--- src/rtl/lsb_mem_sequencer_pkg.sv ---
// Shared encodings for the byte-serial load/store sequencer: access sizes, FSM states
// and the size-to-byte-count mapping.
package lsb_mem_sequencer_pkg;

  localparam logic [1:0] MemSizeB = 2'b00;
  localparam logic [1:0] MemSizeH = 2'b01;
  localparam logic [1:0] MemSizeW = 2'b10;

  typedef enum logic [1:0] {
    StIdle  = 2'b00,
    StIssue = 2'b01,
    StDrain = 2'b10,
    StDone  = 2'b11
  } state_e;

  // Encoding 11 is treated as a word access.
  function automatic logic [2:0] size_to_bytes(input logic [1:0] size);
    case (size)
      MemSizeB: return 3'd1;
      MemSizeH: return 3'd2;
      default:  return 3'd4;
    endcase
  endfunction

endpackage

--- src/rtl/lsb_mem_sequencer_load_extender.sv ---
// Sign/zero extension of an assembled little-endian load value to 32 bits.
module load_extender
  import lsb_mem_sequencer_pkg::*;
(
  input  logic [31:0] data_i,
  input  logic [1:0]  size_i,
  input  logic        signed_i,
  output logic [31:0] result_o
);

  always_comb begin
    result_o = data_i;
    case (size_i)
      MemSizeB: result_o = {{24{signed_i & data_i[7]}}, data_i[7:0]};
      MemSizeH: result_o = {{16{signed_i & data_i[15]}}, data_i[15:0]};
      default:  result_o = data_i;
    endcase
  end

endmodule

--- src/rtl/lsb_mem_sequencer.sv ---
// Breaks byte/half/word loads and stores into byte-serial memory accesses and
// reassembles load data, with flush abort for loads.
module lsb_mem_sequencer
  import lsb_mem_sequencer_pkg::*;
(
  input  logic        clk_in,
  input  logic        rst_in,
  input  logic        req_valid,
  output logic        req_ready,
  input  logic        req_wr,
  input  logic [1:0]  req_size,
  input  logic        req_signed,
  input  logic [31:0] req_addr,
  input  logic [31:0] req_wdata,
  output logic        resp_valid,
  output logic [31:0] resp_rdata,
  output logic [31:0] lsb_addr,
  output logic [7:0]  lsb_data,
  output logic        lsb_wr,
  output logic        lsb_en,
  input  logic [7:0]  lsb_read_data,
  input  logic        lsb_valid,
  input  logic        flush
);

  state_e      state_q;
  logic [2:0]  issue_cnt_q, cap_cnt_q, n_q;
  logic [31:0] addr_q, wdata_q, asm_q, resp_rdata_q, lsb_addr_q;
  logic [1:0]  size_q;
  logic        signed_q, wr_q, resp_q, lsb_en_q, lsb_wr_q;
  logic [7:0]  lsb_data_q;

  logic        accept, capture, load_flush;
  logic [31:0] asm_next, ext_result;

  assign req_ready  = (state_q == StIdle) && !flush;
  assign accept     = req_valid && req_ready;
  assign load_flush = flush && !wr_q && (state_q != StIdle);
  assign capture    = !wr_q && lsb_valid && (cap_cnt_q < n_q) &&
                      ((state_q == StIssue) || (state_q == StDrain));

  always_comb begin
    asm_next = asm_q;
    if (capture) asm_next[{cap_cnt_q[1:0], 3'b000} +: 8] = lsb_read_data;
  end

  load_extender u_load_extender (
    .data_i   (asm_next),
    .size_i   (size_q),
    .signed_i (signed_q),
    .result_o (ext_result)
  );

  always_ff @(posedge clk_in) begin
    if (rst_in) begin
      state_q      <= StIdle;
      issue_cnt_q  <= 3'd0;
      cap_cnt_q    <= 3'd0;
      n_q          <= 3'd0;
      addr_q       <= 32'd0;
      wdata_q      <= 32'd0;
      asm_q        <= 32'd0;
      resp_rdata_q <= 32'd0;
      size_q       <= 2'd0;
      signed_q     <= 1'b0;
      wr_q         <= 1'b0;
      resp_q       <= 1'b0;
      lsb_en_q     <= 1'b0;
      lsb_wr_q     <= 1'b0;
      lsb_addr_q   <= 32'd0;
      lsb_data_q   <= 8'd0;
    end else begin
      resp_q <= 1'b0;
      unique case (state_q)
        StIdle: begin
          if (accept) begin
            addr_q      <= req_addr;
            wdata_q     <= req_wdata;
            size_q      <= req_size;
            signed_q    <= req_signed;
            wr_q        <= req_wr;
            n_q         <= size_to_bytes(req_size);
            issue_cnt_q <= 3'd1;
            cap_cnt_q   <= 3'd0;
            asm_q       <= 32'd0;
            lsb_en_q    <= 1'b1;
            lsb_wr_q    <= req_wr;
            lsb_addr_q  <= req_addr;
            lsb_data_q  <= req_wdata[7:0];
            state_q     <= StIssue;
          end
        end
        StIssue: begin
          if (capture) begin
            asm_q     <= asm_next;
            cap_cnt_q <= cap_cnt_q + 3'd1;
          end
          if (load_flush || (issue_cnt_q == n_q)) begin
            lsb_en_q   <= 1'b0;
            lsb_wr_q   <= 1'b0;
            lsb_addr_q <= 32'd0;
            lsb_data_q <= 8'd0;
            if (load_flush) begin
              state_q <= StIdle;
            end else if (wr_q) begin
              state_q      <= StDone;
              resp_q       <= 1'b1;
              resp_rdata_q <= 32'd0;
            end else begin
              state_q <= StDrain;
            end
          end else begin
            lsb_addr_q  <= addr_q + {29'd0, issue_cnt_q};
            lsb_data_q  <= wdata_q[{issue_cnt_q[1:0], 3'b000} +: 8];
            issue_cnt_q <= issue_cnt_q + 3'd1;
          end
        end
        StDrain: begin
          if (load_flush) begin
            state_q <= StIdle;
          end else if (capture) begin
            asm_q     <= asm_next;
            cap_cnt_q <= cap_cnt_q + 3'd1;
            if ((cap_cnt_q + 3'd1) == n_q) begin
              state_q      <= StDone;
              resp_q       <= 1'b1;
              resp_rdata_q <= ext_result;
            end
          end
        end
        StDone: state_q <= StIdle;
      endcase
    end
  end

  // A load flushed while already in DONE must not present its completion.
  assign resp_valid = resp_q && !(flush && !wr_q);
  assign resp_rdata = resp_rdata_q;
  assign lsb_en     = lsb_en_q;
  assign lsb_wr     = lsb_wr_q;
  assign lsb_addr   = lsb_addr_q;
  assign lsb_data   = lsb_data_q;

endmodule

--- config.mk ---
export PLATFORM = sky130hd
export DESIGN_NAME = lsb_mem_sequencer
export DESIGN_NICKNAME = d
export VERILOG_FILES = /design/src/rtl/lsb_mem_sequencer_pkg.sv /design/src/rtl/lsb_mem_sequencer_load_extender.sv /design/src/rtl/lsb_mem_sequencer.sv
export SDC_FILE = /design/constraint.sdc
export NUM_CORES = 1
export LEC_CHECK = 0
export ABC_CLOCK_PERIOD_IN_PS = 2550
export BUFFER_PORTS_ARGS = -buffer_cell sky130_fd_sc_hd__buf_4
export CAP_MARGIN = 5
export CORE_ASPECT_RATIO = 0.9
export CORE_UTILIZATION = 34
export DETAILED_ROUTE_END_ITERATION = 6
export GPL_TIMING_DRIVEN = 0
export PLACE_DENSITY_LB_ADDON = 0.1
export SYNTH_ARGS = -nofsm -noshare
export SYNTH_HDL_FRONTEND = slang
export SYNTH_SLANG_ARGS = --single-unit
--- constraint.sdc ---
create_clock -name clk_in -period 2.55 [get_ports clk_in]
set_clock_uncertainty 0.05 [all_clocks]
set_input_delay 0.3825 -clock clk_in [delete_from_list [all_inputs] [get_ports clk_in]]
set_output_delay 0.3825 -clock clk_in [all_outputs]
set_load 0.03 [all_outputs]
==> summary.txt, run 1 <==
Run status
  • Outcome: finished with violations
  • Violated checks: design-rule violations

Layout
  • Inserted Diodes: 0
  • Final #Nets: 1365
  • Layout cells sized above 1: between 20% and 30%
  • Filler cells: 2599
  • Post-route cell area: 0.0114 mm²
  • Sequential Area: 0.00375 mm²
  • Area added between synthesis and finish: 31.3%
  • Multi-input logic area: 0.00483 mm²
  • Finished Layout Cells: 1621

Worst setup path
  • Worst Setup SP: state_q[0]$_SDFFE_PP0P_
  • Critical path launch point type: flop
  • Delay-heaviest family, CP: simple AND/OR/NAND/NOR gates
  • Crit path kind: flop to flop
  • FF-to-FF Start: state_q[0]$_SDFFE_PP0P_
  • Critical path peak fanout: 6
  • Crit-path cells: inv_4, ha_4, nor4bb_4, buf_4, nand4_1, buf_4, nor4_2, o211ai_4, bufbuf_16, o211ai_2
  • WP data required: about 2900 ps
  • CP dominant cell by count: buf_4
  • Critical-path top delay cell: nor4_2
  • Critical path's largest stage delay: 410 ps
  • CP endpoint kind: flop
  • WP data arrival: 2770 ps
  • CP bufs+invs: 4

Timing
  • Slew Limit Fails: 0
  • Slew @ Worst Pin: 810 ps
  • Final period util: a little over nine tenths
  • Post-layout minimum cycle time: 2440 ps
  • Highest clock rate: 409 MHz
  • Final hold vios: 0
  • Final setup fails: 0
  • RSZ-0062 raised after global routing: false
  • Slew Limit Headroom: 46.0%

Floorplanning
  • Rows: 55
  • Starting Density: 34.7%
  • Die width: about 170 µm
  • I/O pins: 157
  • DIE AREA: 0.0263 mm²
  • Core Area: ~0.025 mm²
  • Die Y: around 150 µm

Clock tree
  • Worst skew pair latency: 430 ps
  • CTS Buf Count: 17
  • Clock Root Buffer: clkbuf_16
  • CTS tree: built
  • Clock slew at reported path FFs: 80 ps
  • H-tree lvl count: 4
  • Max clock buf depth: 2
  • Clk sink count: 186

Drt
  • Pre-Repair DR Iteration Count: 7
  • Antenna Violating Nets Remaining: 0
  • Routed len/inst: 17.8 µm
  • Initial DRC Count: about 570
  • Via count: 8367
  • # DRC: 2
  • WL final: 28.8 mm
  • Via-to-Cell Ratio: 5.16

Flow run
  • MaxCap Viol Count: 0

Synth
  • Mapped Avg Cell Area: between 8 and 9 µm²
  • Sequential element share of the synthesized area: between 40% and 50%
  • Ys async rst share: 0%
  • Post-synthesis cell type count: 60
  • Synth warnings: 0
  • Syn Inst Count: 1073
  • Post-synth top area share: 42.8%
  • FF+latch count, synth: about 190
  • Mapped Area: 0.00871 mm²
  • Top cells by area, synth: dfxtp_1 43%, nand2_1 10%, a21oi_1 6.2%
  • Cell accounting for the most synthesized area: dfxtp_1
  • Post-synth EDFFs: 0
  • Ys flop type: dfxtp_1
  • Post-synthesis net count: 1172

Pwr
  • Worst vdd ir: 0.532 mV
  • Leak: 4.31 nW
  • Cell area power density: 806 mW/mm²

GRT
  • First-pass GRT wire length: 44.2 mm
  • Total gr overflow: 0
  • Total track usage: 22.0%
  • Largest net degree at the start of global routing: 19
  • Initial antenna violation count: 0
  • Vias in the first global route: 7946

Hold path
  • Hold_sp: req_wdata[27]
  • Hold Path Class: input port to flop

Placement
  • # port buffers: 155
  • Area post-placement: 0.0103 mm²
  • HPWL after detailed placement: 20.9 mm
  • GP Congestion: 0.851
  • Placed Cells: 1570
[placed cells by master, fill, tap and decap left out, drive strengths merged, types with 3 or more instances in the layout]
master,instances
nand2,233
buf,188
dfxtp,186
a21oi,108
nor2,81
clkbuf,74
o21ai,69
a211oi,31
inv,31
nor3,21
xnor2,20
o211ai,18
ha,17
a22o,16
nand3,16
nand4,12
a22oi,12
a31oi,12
xor2,9
a21boi,8
mux4,8
mux2i,8
o21a,8
a2bb2oi,7
a31o,7
nor4,7
nand2b,6
and3,6
o211a,6
a21o,5
and4,4
or3,4
o22ai,4
clkinv,4
or2,4
clkinvlp,3
nor3b,3
[through the flow]
stage	TNS, ps	power (W)	setup slack (ps)	hold WS (ps)	util, %
CTS	0	0.00916	10.9	126	44.5
global placement	-30830	0.00627	-649	392	41.0
floorplan	0	0.00522	19.6	383	-
detailed placement	-31840	0.00629	-637	397	41.0
global route	0	0.00969	8.69	128	45.5
finish	0	0.00921	107	136	45.5
[registers in the layout (all words and copies together), names as in the netlist]
signal,cells
n_q,3
wdata_q,32
resp_q,1
wr_q,1
lsb_en,1
signed_q,1
asm_q,32
lsb_addr,32
size_q,2
lsb_data,8
resp_rdata,32
cap_cnt_q,3
state_q,2
issue_cnt_q,3
lsb_wr,1
addr_q,32
[tightest hold or removal path: stages]
cell	delay, ps
buf_4	110
nand2_1	40
a21oi_1	50
[layout make-up]
class                      count  area share, %
clock inverter                15           1.58
tap                          342           3.74
multi-input combinational    790           42.2
inverter                      25          0.886
clock buffer                  17           3.72
timing repair buffer         178           12.2
buffer                        68           2.91
sequential                   186           32.8
[path summary, 6_finish.rpt]
kind	to	slack (ps)	cells past startpoint
min reg2reg	wdata_q[9]$_SDFFE_PP0P_	400	2
max reg2reg	resp_rdata[29]$_SDFFE_PP0P_	110	10
max	resp_rdata[29]$_SDFFE_PP0P_	110	10
min	wdata_q[27]$_SDFFE_PP0P_	140	3
[synthesized netlist by cell type (8+ instances only)]
master      n
a21oi_1   108
a211oi_1   30
ha_1       17
dfxtp_1   186
o21a_1      8
nand2_1   233
mux2i_1     8
xor2_1      9
nor2_1     81
nand3_1    16
o21ai_0    67
a31oi_1    12
inv_1      24
nor3_1     20
clkbuf_1   59
o211ai_2   11
a22oi_1    12
a21boi_0    8
nand4_1    12
a22o_1     16
mux4_2      8
xnor2_1    20
[metal layers]
layer,global-route usage (%),routed length [µm],share of wire (%),vias to the layer above
met4,6.31,403,1.4,0
met1,30.8,14000,49,3966
met2,34.6,13000,45,228
met3,3.58,1380,4.8,30
met5,0,0,0,-
li1,-,-,-,4143
[logic make-up (layout without fill, tap and decap cells)]
family / count (synthesis) / count (layout) / synth area share [%]
adders and majority gates: 18 / 18 / 2.67
buffers and inverters: 97 / 303 / 4.47
DFF: 186 / 186 / 42.8
AOI/OAI and AO/OA: 318 / 318 / 23.5
and+or+nand+nor: 407 / 407 / 20.3
xor gates and xnor gates: 30 / 30 / 3.19
muxes: 17 / 17 / 3.12
[power breakdown]
part	leakage, nW	switching [W]	internal, W
sequential	1.52	0.000246	0.00323
combinational	2.51	0.00191	0.00102
clock	0.288	0.00132	0.00149
[repair_timing]
action                                  4_1_cts  5_1_grt
pin swaps                                     8       10
endpoints found under the setup margin      130      100
gates cloned                                  1        1
hold buffers                                  0        0
gates resized for setup                      47       55
buffers inserted                             10       11
No activity file was read; power rests on OpenSTA's default activity.
==> run 2: changes to the inputs <==
--- a/config.mk
+++ b/config.mk
@@ -11,7 +11,6 @@
 export CORE_ASPECT_RATIO = 0.9
 export CORE_UTILIZATION = 34
 export DETAILED_ROUTE_END_ITERATION = 6
-export GPL_TIMING_DRIVEN = 0
 export PLACE_DENSITY_LB_ADDON = 0.1
 export SYNTH_ARGS = -nofsm -noshare
 export SYNTH_HDL_FRONTEND = slang
==> summary.txt, run 2 (synthesis results as in run 1) <==
Layout
  • Most common cell after layout, fill and taps aside: nand2_1
  • Layout cells sized above 1: 22.9% (-1.3 points)
  • Inserted Diodes: 0 (unchanged)
  • Final core occ: 44.4% (-1.1 points)
  • Final #Nets: 1327 (-2.8%)
  • Filler cells: 2596 (-0.12%)
  • Area added between synthesis and finish: 28.1%
  • Most frequent cells in the layout: 232 x nand2_1, 203 x buf_4, 184 x dfxtp_1

Placement
  • GP Congestion: 0.840 (-1.3%)
  • Worst slack at placement: 61.7 ps (+699 ps)
  • HPWL after detailed placement: 18.1 mm (-13%)
  • # port buffers: 156 (+0.65%)

Timing
  • Final hold vios: 0 (unchanged)
  • Slew @ Worst Pin: 674 ps (-136 ps)
  • Final period util: 95.8% (about the same)
  • Highest clock rate: 409 MHz (about the same)
  • Final setup fails: 0 (unchanged)
  • Slew Limit Fails: 0 (unchanged)
  • Post-layout minimum cycle time: 2440 ps (-0.0760 ps)
  • Slew Limit Headroom: 54.8% (+8.8 points)
  • Setup ws final: 107 ps (+0.0760 ps)

Drt
  • Antenna Violating Nets Remaining: 0 (unchanged)
  • Via-to-Cell Ratio: 5.05 (-2.1%)
  • WL final: 25.7 mm (-11%)
  • Initial DRC Count: 518 (-9.4%)
  • Routed len/inst: 16.3 µm (-8.7%)
  • Pre-Repair DR Iteration Count: 7 (unchanged)
  • # DRC: 2 (unchanged)
  • Via count: 7997 (-4.4%)

Pwr
  • Sw Pwr: 0.00325 W (-6.4%)
  • Worst vdd ir: 0.530 mV (-0.38%)
  • Clock share of power: 32.1% (+1.7 points)
  • Comb pwr share: 30.8% (-1.0 points)
  • Reg power frac: 37.2% (-0.5 points)
  • Cell area power density: 831 mW/mm² (+3.1%)
  • Net Sw Frac: 35.1% (-2.6 points)
  • Leak: 4.25 nW (-1.4%)
  • Internal power: 0.00602 W (+4.8%)

Clock tree
  • Clk sink count: 186 (unchanged)
  • Clock Root Buffer: clkbuf_16
  • Worst skew pair latency: 430 ps (about the same)
  • Post-cts hold buffer count: 0 (unchanged)
  • Clock slew at reported path FFs: 80 ps (about the same)
  • Max clock buf depth: 2 (unchanged)
  • CTS tree: built
  • H-tree lvl count: 4 (unchanged)
  • CTS Buf Count: 17 (unchanged)

Flow run
  • MaxCap Viol Count: 0 (unchanged)

Worst setup path
  • CP endpoint kind: flop
  • WP data required: 2860 ps (about the same)
  • Crit path kind: flop to flop
  • Critical path peak fanout: 16 (+10)
  • Critical path launch point type: flop
  • WP data arrival: 2750 ps (-20 ps)

Floorplanning
  • I/O pins: 157 (unchanged)
  • Die Y: 154 µm (unchanged)
  • Die width: 171 µm (unchanged)
  • Rows: 55 (unchanged)
  • DIE AREA: 0.0263 mm² (unchanged)
  • Core Area: 0.0251 mm² (unchanged)
  • Starting Density: 34.7% (unchanged)

GRT
  • Total track usage: 20.0% (-2.0 points)
  • First-pass GRT wire length: 41.5 mm (-6.2%)
  • Total gr overflow: 0 (unchanged)
  • Vias in the first global route: 7711 (-3.0%)
  • Initial antenna violation count: 0 (unchanged)
  • Largest net degree at the start of global routing: 100 (+81)

Run status
  • Outcome: finished with violations
  • Violated checks: design-rule violations

Hold path
  • Hold Path Class: input port to flop
[run 2: area by class of cell]
cell class                 count  area, µm²  area share [%]
timing repair buffer         208       1620            14.5
inverter                      25       93.8           0.841
clock inverter                13        200            1.79
sequential                   186       3730            33.4
tap                          342        428            3.83
multi-input combinational    790       4640            41.6
clock buffer                  19        453            4.06
[run 2: power groups by stage]
stage	sequential [W]	clock [W]	combinational, W
2_1_floorplan	0.00385	0	0.00137
3_3_place_gp	0.00351	0	0.00281
3_5_place_dp	0.00351	0	0.00281
4_1_cts	0.00345	0.00306	0.00283
5_1_grt	0.00349	0.00316	0.00312
6_report	0.00345	0.00297	0.00285
[run 2: layer usage]
layer / track usage (%) / up-vias / part of all wire, %
li1: - / 4073 / -
met1: 28.0 / 3737 / 49
met2: 31.4 / 166 / 45
met3: 3.84 / 21 / 5.0
met4: 5.19 / 0 / 1.1
met5: 0 / - / 0
[run 2: per-stage QoR]
step | TNS (ps) | total power, W | hold WS [ps] | instances | instance area (µm²)
3_3_place_gp | 0 | 0.00632 | 392 | 1548 | 10400
4_1_cts | 0 | 0.00933 | 119 | 1580 | 11100
5_1_grt | -24.4 | 0.00977 | 134 | 1583 | 11200
6_report | 0 | 0.00927 | 135 | 1583 | 11200
3_5_place_dp | 0 | 0.00632 | 396 | 1548 | 10400
2_1_floorplan | 0 | 0.00522 | 383 | 1073 | 8710
[run 2: what timing repair did]
action                     4_1_cts  5_1_grt
setup buffers                    0        3
setup endpoints to repair        0       28
resized for setup                0        8
[run 2: worst paths after layout]
path / start / to / slack (ps) / depth (start not counted)
max: n_q[2]$_SDFFE_PP0P_ / resp_rdata[19]$_SDFFE_PP0P_ / 110 / 9
min: req_wdata[11] / wdata_q[11]$_SDFFE_PP0P_ / 130 / 3
max reg2reg: n_q[2]$_SDFFE_PP0P_ / resp_rdata[19]$_SDFFE_PP0P_ / 110 / 9
min reg2reg: wdata_q[17]$_SDFFE_PP0P_ / wdata_q[17]$_SDFFE_PP0P_ / 400 / 2
[run 2: worst max-delay path: stages, from the launching register on]
cell      delay [ps]
dfxtp_1          380
inv_1             60
ha_1             230
nor4bb_4         280
buf_4            180
nand4_1          180
or3_1            420
or2_1            240
buf_6            180
o211ai_1         180
